## config.mk

```make
export PLATFORM = sky130hd
export DESIGN_NAME = writeback_unit
export DESIGN_NICKNAME = d
export VERILOG_FILES = /design/src/rtl/riscv_pkg.sv /design/src/rtl/wb_fifo.sv /design/src/rtl/writeback_unit.sv
export SDC_FILE = /design/constraint.sdc
export NUM_CORES = 1
export LEC_CHECK = 0
export BUFFER_PORTS_ARGS = -buffer_cell sky130_fd_sc_hd__buf_2
export CORE_ASPECT_RATIO = 1.75
export CORE_MARGIN = 2
export CORE_UTILIZATION = 60
export CTS_BUF_LIST = sky130_fd_sc_hd__clkbuf_16
export DETAILED_ROUTE_END_ITERATION = 16
export GPL_TIMING_DRIVEN = 0
export PLACE_DENSITY_LB_ADDON = 0.3
export SYNTH_ARGS = -nofsm -noshare
export SYNTH_HDL_FRONTEND = slang
export SYNTH_HIERARCHICAL = 1
export SYNTH_SLANG_ARGS = --single-unit
```

## constraint.sdc

```tcl
create_clock -name CLK -period 4.8 [get_ports CLK]
set_clock_uncertainty 0.1 [all_clocks]
set_input_delay 0.96 -clock CLK [delete_from_list [all_inputs] [get_ports CLK]]
set_output_delay 0.96 -clock CLK [all_outputs]
set_load 0.02 [all_outputs]
```

## src/rtl/riscv_pkg.sv

```systemverilog
// Shared RISC-V core types: register-address width and the writeback queue entry.
package riscv_pkg;

  localparam int REG_ADDR_W = 5;
  localparam int XLEN       = 32;

  typedef struct packed {
    logic [REG_ADDR_W-1:0] rd;
    logic [XLEN-1:0]       data;
  } wb_entry_t;

endpackage

```

## src/rtl/wb_fifo.sv

```systemverilog
// Circular write queue of wb_entry_t; also exposes every slot in oldest-first order
// so the parent can scan in-flight destinations.
module wb_fifo
  import riscv_pkg::*;
#(
  parameter int DEPTH = 4,
  parameter int AW    = $clog2(DEPTH)
) (
  input  logic                  CLK,
  input  logic                  RESET,
  input  logic                  flush,
  input  logic                  push,
  input  wb_entry_t             din,
  input  logic                  pop,
  output logic                  full,
  output logic                  empty,
  output logic [AW:0]           count,
  output wb_entry_t [DEPTH-1:0] entries
);

  logic [AW-1:0] rd_ptr;
  logic [AW-1:0] wr_ptr;
  wb_entry_t     mem [DEPTH];

  assign full  = (count == (AW+1)'(DEPTH));
  assign empty = (count == '0);

  always_ff @(posedge CLK or posedge RESET) begin
    if (RESET) begin
      rd_ptr <= '0;
      wr_ptr <= '0;
      count  <= '0;
    end else if (flush) begin
      rd_ptr <= '0;
      wr_ptr <= '0;
      count  <= '0;
    end else begin
      if (push) wr_ptr <= wr_ptr + 1'b1;
      if (pop)  rd_ptr <= rd_ptr + 1'b1;
      case ({push, pop})
        2'b10:   count <= count + 1'b1;
        2'b01:   count <= count - 1'b1;
        default: count <= count;
      endcase
    end
  end

  // Payload storage carries no reset; occupancy alone decides which slots are live.
  always_ff @(posedge CLK) begin
    if (push && !flush) mem[wr_ptr] <= din;
  end

  always_comb begin
    for (int k = 0; k < DEPTH; k++) begin
      entries[k] = mem[rd_ptr + AW'(k)];
    end
  end

endmodule

```

## src/rtl/writeback_unit.sv

```systemverilog
// Register-file writeback arbiter: MEM/ALU producers feed a write queue drained one
// write per cycle. Optional forwarding lookup is built only when WB_FWD_EN is defined.
module writeback_unit
  import riscv_pkg::*;
#(
  parameter int NBITS = 32,
  parameter int DEPTH = 4
) (
  input  logic                     CLK,
  input  logic                     RESET,
  input  logic                     ALU_VALID,
  output logic                     ALU_READY,
  input  logic [REG_ADDR_W-1:0]    ALU_RD,
  input  logic [NBITS-1:0]         ALU_DATA,
  input  logic                     MEM_VALID,
  output logic                     MEM_READY,
  input  logic [REG_ADDR_W-1:0]    MEM_RD,
  input  logic [NBITS-1:0]         MEM_DATA,
  input  logic                     STALL,
  input  logic                     FLUSH,
  output logic                     WR,
  output logic [REG_ADDR_W-1:0]    ADD_WR,
  output logic [NBITS-1:0]         DATAIN,
  output logic [31:0]              PENDING_MASK,
`ifdef WB_FWD_EN
  input  logic [REG_ADDR_W-1:0]    FWD_ADDR,
  output logic                     FWD_HIT,
  output logic [NBITS-1:0]         FWD_DATA,
`endif
  output logic [$clog2(DEPTH):0]   COUNT
);

  localparam int CW = $clog2(DEPTH) + 1;

  if (NBITS != XLEN) begin : g_width_check
    $error("writeback_unit: NBITS must equal riscv_pkg::XLEN");
  end

  logic                  full;
  logic                  empty;
  logic [CW-1:0]         fifo_count;
  wb_entry_t [DEPTH-1:0] q_entries;
  wb_entry_t             in_entry;
  logic                  can_accept;
  logic                  push;
  logic                  pop;

  // MEM has fixed priority, so ALU only sees READY when MEM is idle.
  assign can_accept = !full && !FLUSH;
  assign MEM_READY  = can_accept;
  assign ALU_READY  = can_accept && !MEM_VALID;

  always_comb begin
    in_entry = '0;
    if (MEM_VALID) begin
      in_entry.rd   = MEM_RD;
      in_entry.data = MEM_DATA;
    end else begin
      in_entry.rd   = ALU_RD;
      in_entry.data = ALU_DATA;
    end
  end

  // x0 writes complete the handshake but never occupy a slot.
  assign push = ((MEM_VALID && MEM_READY) || (ALU_VALID && ALU_READY)) && (in_entry.rd != '0);
  assign pop  = !empty && !STALL && !FLUSH;

  wb_fifo #(.DEPTH(DEPTH)) u_fifo (
    .CLK     (CLK),
    .RESET   (RESET),
    .flush   (FLUSH),
    .push    (push),
    .din     (in_entry),
    .pop     (pop),
    .full    (full),
    .empty   (empty),
    .count   (fifo_count),
    .entries (q_entries)
  );

  assign COUNT = fifo_count;

  // Output stage: registered register-file write port.
  always_ff @(posedge CLK or posedge RESET) begin
    if (RESET) begin
      WR     <= 1'b0;
      ADD_WR <= '0;
      DATAIN <= '0;
    end else begin
      WR <= pop;
      if (pop) begin
        ADD_WR <= q_entries[0].rd;
        DATAIN <= q_entries[0].data;
      end
    end
  end

  always_comb begin
    PENDING_MASK = '0;
    if (WR) PENDING_MASK[ADD_WR] = 1'b1;
    for (int k = 0; k < DEPTH; k++) begin
      if (CW'(k) < fifo_count) PENDING_MASK[q_entries[k].rd] = 1'b1;
    end
    PENDING_MASK[0] = 1'b0;
  end

`ifdef WB_FWD_EN
  // Scan oldest to youngest so the last match (closest to the tail) wins.
  always_comb begin
    FWD_HIT  = 1'b0;
    FWD_DATA = '0;
    if (FWD_ADDR != '0) begin
      if (WR && (ADD_WR == FWD_ADDR)) begin
        FWD_HIT  = 1'b1;
        FWD_DATA = DATAIN;
      end
      for (int k = 0; k < DEPTH; k++) begin
        if ((CW'(k) < fifo_count) && (q_entries[k].rd == FWD_ADDR)) begin
          FWD_HIT  = 1'b1;
          FWD_DATA = q_entries[k].data;
        end
      end
    end
  end
`endif

endmodule
```

==> summary.txt <==
Cells and area
  • Antenna diodes: 0
  • Number of nets in the layout: 848
  • Share of cells above drive strength 1: 0.479
  • Area growth from synthesis to layout: 18.3%
  • Finished layout cell area: 11100 um^2

Route
  • Initial DRC count: 550
  • Wire length per cell: 26.0 um
  • Total number of vias: 6346
  • Antenna viol nets, final: 0
  • Vias/cell: 6.60
  • Drt pass-1 iters: 7
  • Drt drc: 0
  • Final wirelength: 25000 um

Clock tree
  • Hold-fix buffers, CTS: 0
  • CTS buffer count: 17
  • Worst-path clk slew: 0.07 ns
  • Post-cts gate resize count: 0
  • Postcts setup bufs: 0
  • CTS tree: done
  • # H-tree levels: 4
  • Clock sinks: 193
  • Worst skew pair latency: 0.42 ns
  • Max Root-Sink Buffers: 2
  • Root buf cell: clkbuf_16

GRT
  • Initial antenna violation count: 0
  • GRT Total Usage: 0.309
  • First-pass GRT wire length: 38000 um
  • Vias in the first global route: 6795
  • GRT overflow: 0
  • Largest net degree at the start of global routing: 37

STA
  • Max-slew violations: 0
  • Post-route setup TNS: 0 ns
  • Worst hold slack: 0.299 ns
  • Hold Vio Cnt, Final: 0
  • Max Fclk: 0.249 GHz
  • Setup repair after global routing missed its margin: no
  • Slew HR: 0.464
  • Final setup viols: 0
  • Final min period: 4.01 ns
  • Worst slew pin tran: 0.801 ns
  • Period utilisation layout: 0.836

Placement
  • Routability cong.: 0.930
  • IO Port Bufs: 153
  • Area after DPL: 10500 um^2
  • Hpwl dp: 18100 um

Critical path
  • Crit-path cells: buf_6 -> buf_6 -> buf_6 -> mux4_2 -> or3b_1 -> clkbuf_1 -> o22ai_1 -> a21oi_1 -> o221ai_2 -> buf_2
  • Highest fanout seen on the critical path: 7
  • Slowest cell on the critical path: mux4_2
  • Nature of the critical path endpoint: output pin
  • Worst reg2reg setup slack: 1.95 ns
  • CP bufs+invs: 5
  • CP peak stage delay: 0.53 ns
  • Worst flop-to-flop path startpoint: u_fifo/count[0]
  • Worst Setup SP: u_fifo/rd_ptr[0]
  • R2r worst-path depth: 9
  • Critical Path Most Common Cell: buf_6
  • Crit. path cell count: 10
  • Worst Setup EP: PENDING_MASK[28]
  • WP data arrival: 2.95 ns
  • Crit Reg-Reg Endpoint: u_fifo/count[2]
  • Cell family with most CP delay: buffers and inverters
  • CP Launch Type: flop
  • Critical setup path kind: flop to output pin
  • Critical Path RT: 3.74 ns

Power and ir drop
  • Worst vdd ir: 0.000378 V
  • Power Density: 445 nW/um^2
  • Pwr Total: 4.92 mW
  • Lkg Pwr: 4.04 nW

Die
  • Initial core utilization: 0.611
  • Die width: 98.4 um
  • # rows: 60
  • Height of the die: 169 um
  • I/O pin count: 155
  • Die area: 16600 um^2
  • Core area: 15300 um^2

Synth
  • Synthesis warning total: 6
  • Post-Syn Nets: 671
  • Synth Cell Area: 9360 um^2
  • Synth Instances: 586
  • Mean Syn Cell Area: 16.0 um^2

Flow run
  • Max cap viols: 0

Outcome
  • Outcome: complete, no violations

Min path
  • Class of the worst hold path: input port to asynchronous set/reset pin
## how the worst min path moves through the flow
stage / from / to / depth (start not counted)
floorplan: u_fifo/wr_ptr[1] / u_fifo/wr_ptr[1] / 2
global placement: DATAIN[22] / DATAIN[22] / 1
detailed placement: DATAIN[24] / DATAIN[24] / 1
CTS: RESET / ADD_WR[0] / 2
global route: RESET / ADD_WR[1] / 2
finish: RESET / ADD_WR[1] / 2
## sequential cells by signal, indices dropped and copies added, names as in the netlist
register       count
u_fifo/mem       148
u_fifo/rd_ptr      2
u_fifo/count       3
u_fifo/wr_ptr      2
ADD_WR             5
DATAIN            32
WR                 1
## where the power goes
part	internal [mW]	leakage, nW	switching [mW]
sequential	2.02	1.89	0.177
combinational	0.561	1.87	0.793
clock	0.734	0.283	0.636
total	3.32	4.04	1.61
## cell usage in the layout (no fill, tap or decap), types with 5 or more instances in the layout
cell type    n
a21oi_1     12
buf_2      170
buf_4       14
buf_6        5
clkbuf_16   17
clkinv_4     5
dfrtp_1     45
edfxtp_1   148
inv_1        6
mux2_2      74
mux4_2      52
nand2_1      5
nand3_1      8
nand3b_1    19
nor2_1      39
nor3_1      16
o221ai_1    24
o221ai_2     7
o22ai_1     31
or3_1        7
or3b_1      11
## routing by layer
metal	vias up	GRT usage	wire, um
met2	334	0.585	14500
met5	-	0	0
met1	3178	0.311	7960
met4	0	0.187	1390
li1	2737	-	-
met3	97	0.0461	1150
## metrics by stage
stage,std cells,util,setup WS [ns]
global placement,925,0.676,0.218
global route,962,0.723,0.618
floorplan,586,-,1.42
finish,962,0.723,0.785
CTS,962,0.723,0.807
detailed placement,930,0.685,1.00
## area by class of cell
type	instances	area, um^2
clock buffers	17	425
plain buffers	39	258
multi-input cells	347	3510
fillers	978	4250
flip-flops and latches	193	5570
inverters	7	26.3
well taps	186	233
repair buffers	158	896
clock inverters	15	153
Power figures use the tool's default switching activity.
